`src/rtl/cond_flag_unit_if.sv`:
```
// Flag-update / condition-evaluation bundle between ALU writeback, issue and the flag unit.
interface cond_flag_unit_if #(
    parameter int NUM_CH = 1
);
    logic                  in_flags_we;
    logic [3:0]            in_flags_mask;
    logic [3:0]            in_flags;
    logic                  in_stall;
    logic [NUM_CH-1:0]     in_ch_valid;
    logic [4*NUM_CH-1:0]   in_ch_cond;
    logic [3:0]            out_flags;
    logic [NUM_CH-1:0]     out_ch_valid;
    logic [NUM_CH-1:0]     out_execute_en;

    modport master (
        output in_flags_we, in_flags_mask, in_flags, in_stall,
        output in_ch_valid, in_ch_cond,
        input  out_flags, out_ch_valid, out_execute_en
    );

    modport slave (
        input  in_flags_we, in_flags_mask, in_flags, in_stall,
        input  in_ch_valid, in_ch_cond,
        output out_flags, out_ch_valid, out_execute_en
    );
endinterface

```
`src/rtl/cond_flag_unit.sv`:
```
// NZCV flag register plus NUM_CH parallel ARM condition evaluators.
// Define COND_FLAG_BYPASS_EN to let a same-cycle flag write feed evaluation.
module cond_flag_unit #(
    parameter int         NUM_CH     = 1,
    parameter bit         REG_OUT    = 1'b1,
    parameter logic [3:0] FLAG_RESET = 4'b0000
) (
    input  logic             in_clk,
    input  logic             in_rst,
    cond_flag_unit_if.slave  bus
);
    logic [3:0]        flags_q;
    logic [3:0]        flags_d;
    logic [3:0]        eval_f;
    logic [NUM_CH-1:0] res;

    function automatic logic cond_pass(input logic [3:0] cond,
                                       input logic [3:0] f);
        logic n;
        logic z;
        logic c;
        logic v;
        logic r;
        n = f[3];
        z = f[2];
        c = f[1];
        v = f[0];
        case (cond)
            4'h0:    r = z;
            4'h1:    r = !z;
            4'h2:    r = c;
            4'h3:    r = !c;
            4'h4:    r = n;
            4'h5:    r = !n;
            4'h6:    r = v;
            4'h7:    r = !v;
            4'h8:    r = c & !z;
            4'h9:    r = !c | z;
            4'hA:    r = (n == v);
            4'hB:    r = (n != v);
            4'hC:    r = !z & (n == v);
            4'hD:    r = z | (n != v);
            4'hE:    r = 1'b1;
            default: r = 1'b0;
        endcase
        return r;
    endfunction

    always_comb begin
        flags_d = flags_q;
        if (bus.in_flags_we) begin
            flags_d = (bus.in_flags & bus.in_flags_mask)
                    | (flags_q & ~bus.in_flags_mask);
        end
    end

    always_ff @(posedge in_clk or posedge in_rst) begin
        if (in_rst) begin
            flags_q <= FLAG_RESET;
        end else begin
            flags_q <= flags_d;
        end
    end

    // flags_d already is the merged write value, so it doubles as the bypass
`ifdef COND_FLAG_BYPASS_EN
    assign eval_f = flags_d;
`else
    assign eval_f = flags_q;
`endif

    always_comb begin
        res = '0;
        for (int i = 0; i < NUM_CH; i++) begin
            res[i] = bus.in_ch_valid[i]
                   & cond_pass(bus.in_ch_cond[4*i +: 4], eval_f);
        end
    end

    assign bus.out_flags = flags_q;

    generate
        if (REG_OUT) begin : g_reg
            logic [NUM_CH-1:0] valid_q;
            logic [NUM_CH-1:0] valid_d;
            logic [NUM_CH-1:0] exec_q;
            logic [NUM_CH-1:0] exec_d;

            always_comb begin
                valid_d = valid_q;
                exec_d  = exec_q;
                if (!bus.in_stall) begin
                    valid_d = bus.in_ch_valid;
                    exec_d  = res;
                end
            end

            always_ff @(posedge in_clk or posedge in_rst) begin
                if (in_rst) begin
                    valid_q <= '0;
                    exec_q  <= '0;
                end else begin
                    valid_q <= valid_d;
                    exec_q  <= exec_d;
                end
            end

            assign bus.out_ch_valid   = valid_q;
            assign bus.out_execute_en = exec_q;
        end else begin : g_comb
            assign bus.out_ch_valid   = bus.in_ch_valid;
            assign bus.out_execute_en = res;
        end
    endgenerate
endmodule

```
`src/flat_wrapper.sv`:
```
// flat-port wrapper written by rule: the top's interface ports become plain ports
module cond_flag_unit_flat 
#(
    parameter int         NUM_CH     = 1,
    parameter bit         REG_OUT    = 1'b1,
    parameter logic [3:0] FLAG_RESET = 4'b0000
)
  (in_clk, in_rst, bus_in_flags_we, bus_in_flags_mask, bus_in_flags, bus_in_stall, bus_in_ch_valid, bus_in_ch_cond, bus_out_flags, bus_out_ch_valid, bus_out_execute_en);
  cond_flag_unit_if #(.NUM_CH(NUM_CH)) bus_i ();
  input  logic in_clk;
  input  logic in_rst;
  input wire logic [$bits(bus_i.in_flags_we)-1:0] bus_in_flags_we;
  input wire logic [$bits(bus_i.in_flags_mask)-1:0] bus_in_flags_mask;
  input wire logic [$bits(bus_i.in_flags)-1:0] bus_in_flags;
  input wire logic [$bits(bus_i.in_stall)-1:0] bus_in_stall;
  input wire logic [$bits(bus_i.in_ch_valid)-1:0] bus_in_ch_valid;
  input wire logic [$bits(bus_i.in_ch_cond)-1:0] bus_in_ch_cond;
  output wire logic [$bits(bus_i.out_flags)-1:0] bus_out_flags;
  output wire logic [$bits(bus_i.out_ch_valid)-1:0] bus_out_ch_valid;
  output wire logic [$bits(bus_i.out_execute_en)-1:0] bus_out_execute_en;
  assign bus_i.in_flags_we = bus_in_flags_we;
  assign bus_i.in_flags_mask = bus_in_flags_mask;
  assign bus_i.in_flags = bus_in_flags;
  assign bus_i.in_stall = bus_in_stall;
  assign bus_i.in_ch_valid = bus_in_ch_valid;
  assign bus_i.in_ch_cond = bus_in_ch_cond;
  assign bus_out_flags = bus_i.out_flags;
  assign bus_out_ch_valid = bus_i.out_ch_valid;
  assign bus_out_execute_en = bus_i.out_execute_en;
  cond_flag_unit #(.NUM_CH(NUM_CH), .REG_OUT(REG_OUT), .FLAG_RESET(FLAG_RESET)) u_core (.in_clk(in_clk), .in_rst(in_rst), .bus(bus_i));
endmodule
```
`config.mk`:
```
export PLATFORM = sky130hd
export DESIGN_NAME = cond_flag_unit_flat
export DESIGN_NICKNAME = d
export VERILOG_FILES = /design/src/rtl/cond_flag_unit_if.sv /design/src/rtl/cond_flag_unit.sv /design/src/flat_wrapper.sv
export SDC_FILE = /design/constraint.sdc
export NUM_CORES = 1
export LEC_CHECK = 0
export CAP_MARGIN = 40
export CORE_MARGIN = 2
export CORE_UTILIZATION = 35
export DETAILED_ROUTE_END_ITERATION = 7
export PLACE_DENSITY = 0.73
export SYNTH_ARGS = -nofsm -noshare
export SYNTH_HDL_FRONTEND = slang
export SYNTH_SLANG_ARGS = --single-unit
```
`constraint.sdc`:
```
create_clock -name in_clk -period 1.2 [get_ports in_clk]
set_input_delay 0.12 -clock in_clk [delete_from_list [all_inputs] [get_ports in_clk]]
set_output_delay 0.12 -clock in_clk [all_outputs]
set_load 0.005 [all_outputs]
```
==> metrics.md <==
| Metric | Value |
|---|---|
| Psw | 216 uW |
| Die height | 41.2 um |
| Core area | 1300 um^2 |
| Relative slew slack | 0.817 |
| Worst path bufs/invs | 1 |
| Mean routed wirelength per cell | 11.3 um |
| DRT Pass-1 Iters | 4 |
| Critical path type | reg2reg |
| PortBufs | 22 |
| RSZ-0062 raised after global routing | yes |
| Sw Share | 0.274 |
| DRC | 0 |
| Seq/Total Area, Yosys | 0.309 |
| Worst Path Arrival | 1.51 ns |
| Biggest area consumer among synthesized cells | dfrtp_1 |
| Std cell rows | 13 |
| H-tree levels | 1 |
| Layout Nets | 102 |
| Largest family of logic cells by synthesized area | simple AND/OR/NAND/NOR gates |
| Final Hold Fails | 0 |
| Commonest non-fill, non-tap cell in the layout | clkdlybuf4s50_1 |
| P&R area growth vs syn | 72.7% |
| Max incr delay on CP | 0.42 ns |
| Largest net degree at the start of global routing | 12 |
| Post-Syn Nets | 66 |
| Crit. End Element | flip-flop |
| Critical path startpoint category | flip-flop |
| Failing checks | setup timing |
| Fmax | 0.724 GHz |
| Hold_ws | 0.0868 ns |
| Combinational power share | 0.416 |
| Mean Syn Cell Area | 9.91 um^2 |
| Clock power frac | 0.248 |
| Max Cap Viol | 0 |
| Crit path time final | 1.38 ns |
| Max Slew Vio Count | 0 |
| Clk sinks | 6 |
| CTS Buf Count | 3 |
| First-pass GRT wire length | 1.84 mm |
| Total wire length | 1.12 mm |
| Starting Density | 0.373 |
| Xor/xnor share of the synthesized area | 0.0180 |
| Synth cell types | 31 |
| Clock-pin slew on the worst setup and hold paths | 0.05 ns |
| GPL Wtd Cong | 0.710 |
| Post-DR vias/cell | 5.06 |
| Slowest stage cell, crit path | dfrtp_1 |
| Initial antenna violation count | 0 |
| Critical path cell sequence | buf_4 -> a32oi_1 -> o32a_1 -> o2111ai_1 -> a32o_1 |
| Clk root buf | clkbuf_4 |
| I/O Pins | 23 |
| WP data required | 1.32 ns |
| GR Overflow Total | 0 |
| Worst skew pair latency | 0.24 ns |
| Least-Margin Pin Slew | 0.270 ns |
| Simple-Gate Fraction of Synth Area | 0.268 |
| Final setup violation count | 1 |
| Die extent in x | 41.2 um |
| Dpl cell area | 777 um^2 |
| Post-synthesis adder-cell area fraction | 0 |
| Setup tns final | -0.182 ns |
| Final HPWL DP | 886 um |
| Die Area | 1700 um^2 |
| Mapped Area | 485 um^2 |
| Overall via count from detail_route | 501 |
| Top Family by Delay on Critical Path | compound AO/OA/AOI/OAI gates |
| Post-DRT Antenna Nets | 0 |
| Status | finished with violations |
| Clk_skew | 0.00545 ns |
| Antenna fix cells | 0 |
| Tot GR Track Use | 0.168 |
| Top cell type's share of synthesized area | 0.309 |
| Max VDD drop | 780 uV |
| Ys Warns | 0 |
| Initial DRC Count | 4 |
| CTS tree | built |
| Synth Register Bits | 6 |
| PwrDens | 941 nW/um^2 |
| Worst Hold Class | in2async |
| P_int | 573 uW |
| Layout cells sized above 1 | 0.321 |
| Most frequent cells in the layout | clkdlybuf4s50_1 (14), buf_4 (8), dlygate4sd2_1 (6) |
| Synth Instances | 49 |
| Final period util | 1.15 |
| Compound-cell area share of the yosys netlist | 0.183 |
| Post-route design area | 838 um^2 |
| Hold_buf cts | 0 |
| Crit-path max FO | 4 |
| Top post-synthesis cells by area | dfrtp_1 (31%), mux2_2 (12%), mux2i_1 (4.1%) |
| Mux contribution to synthesized area | 0.157 |
| CTS Buffer Depth | 2 |
| Worst setup margin | -0.182 ns |
| Vias in the first global route | 449 |
| Sequential Power Share | 0.336 |
| P_leak | 0.390 nW |
power by group through the flow:
stage	clock (mW)	combinational (mW)	sequential, mW
global route	0.220	0.360	0.272
finish	0.196	0.328	0.265
CTS	0.205	0.315	0.260
floorplan	0	0.121	0.271
detailed placement	0	0.305	0.268
global placement	0	0.302	0.268
Yosys cell counts, drive strengths merged:
master,count
nor4b,2
o41ai,1
o2111ai,1
buf,2
mux2,5
and4b,1
o32a,1
a32oi,1
inv,2
mux2i,2
xnor2,1
nand4,1
nand2,5
nor2,1
a32o,1
o21ai,1
clkbuf,1
nand2b,2
dfrtp,6
nor2b,3
a21oi,3
a31oi,1
nand4b,1
o32ai,1
a21o,1
nand3b,1
nand3,1
kinds of logic after synthesis:
logic type / count (synthesis)
multiplexers: 7
buffers and inverters: 5
AO/OA/AOI/OAI: 12
flip-flops: 6
AND/OR/NAND/NOR: 18
XOR/XNOR: 1
through the flow:
step	util	worst slack, ns	power [mW]	instances
final	0.644	-0.182	0.789	99
after global routing	0.644	-0.286	0.851	99
after floorplan	-	-0.0613	0.392	49
after global placement	0.597	-0.464	0.570	92
after CTS	0.631	-0.155	0.781	98
after detailed placement	0.597	-0.506	0.573	92
final timing paths:
path / startpoint / endpoint / slack (ns) / cells after the start
hold / removal: in_rst / async pin / 0.09 / 2
setup reg to reg: flip-flop / u_core.bus.out_execute_en / -0.18 / 5
hold reg to reg: u_core.bus.out_ch_valid / u_core.bus.out_ch_valid / 0.48 / 1
min in group in_clk: u_core.bus.out_ch_valid / u_core.bus.out_ch_valid / 0.48 / 1
max in group asynchronous: in_rst / async pin / 0.91 / 2
setup / recovery: flip-flop / u_core.bus.out_execute_en / -0.18 / 5
layout make-up:
class	instances	area [um^2]
Clock buffer	4	26.3
Fill cell	112	463
Inverter	2	7.51
Multi-Input combinational cell	38	319
Sequential cell	6	151
Tap cell	15	18.8
Timing Repair Buffer	34	315
metal layers:
layer | GRT usage | routed length, um | vias up
met2 | 0.250 | 545 | 17
met1 | 0.214 | 492 | 219
met4 | 0.0968 | 16 | 0
met3 | 0.0489 | 66 | 4
li1 | - | - | 261
met5 | 0 | 0 | -
timing repair:
action                     in CTS  in global routing
cloned                          0                  0
pin swaps                       0                  0
resized for setup              10                  5
setup endpoints to repair       7                  5
setup buffers                   2                  1
No activity file was read; power rests on OpenSTA's default activity.
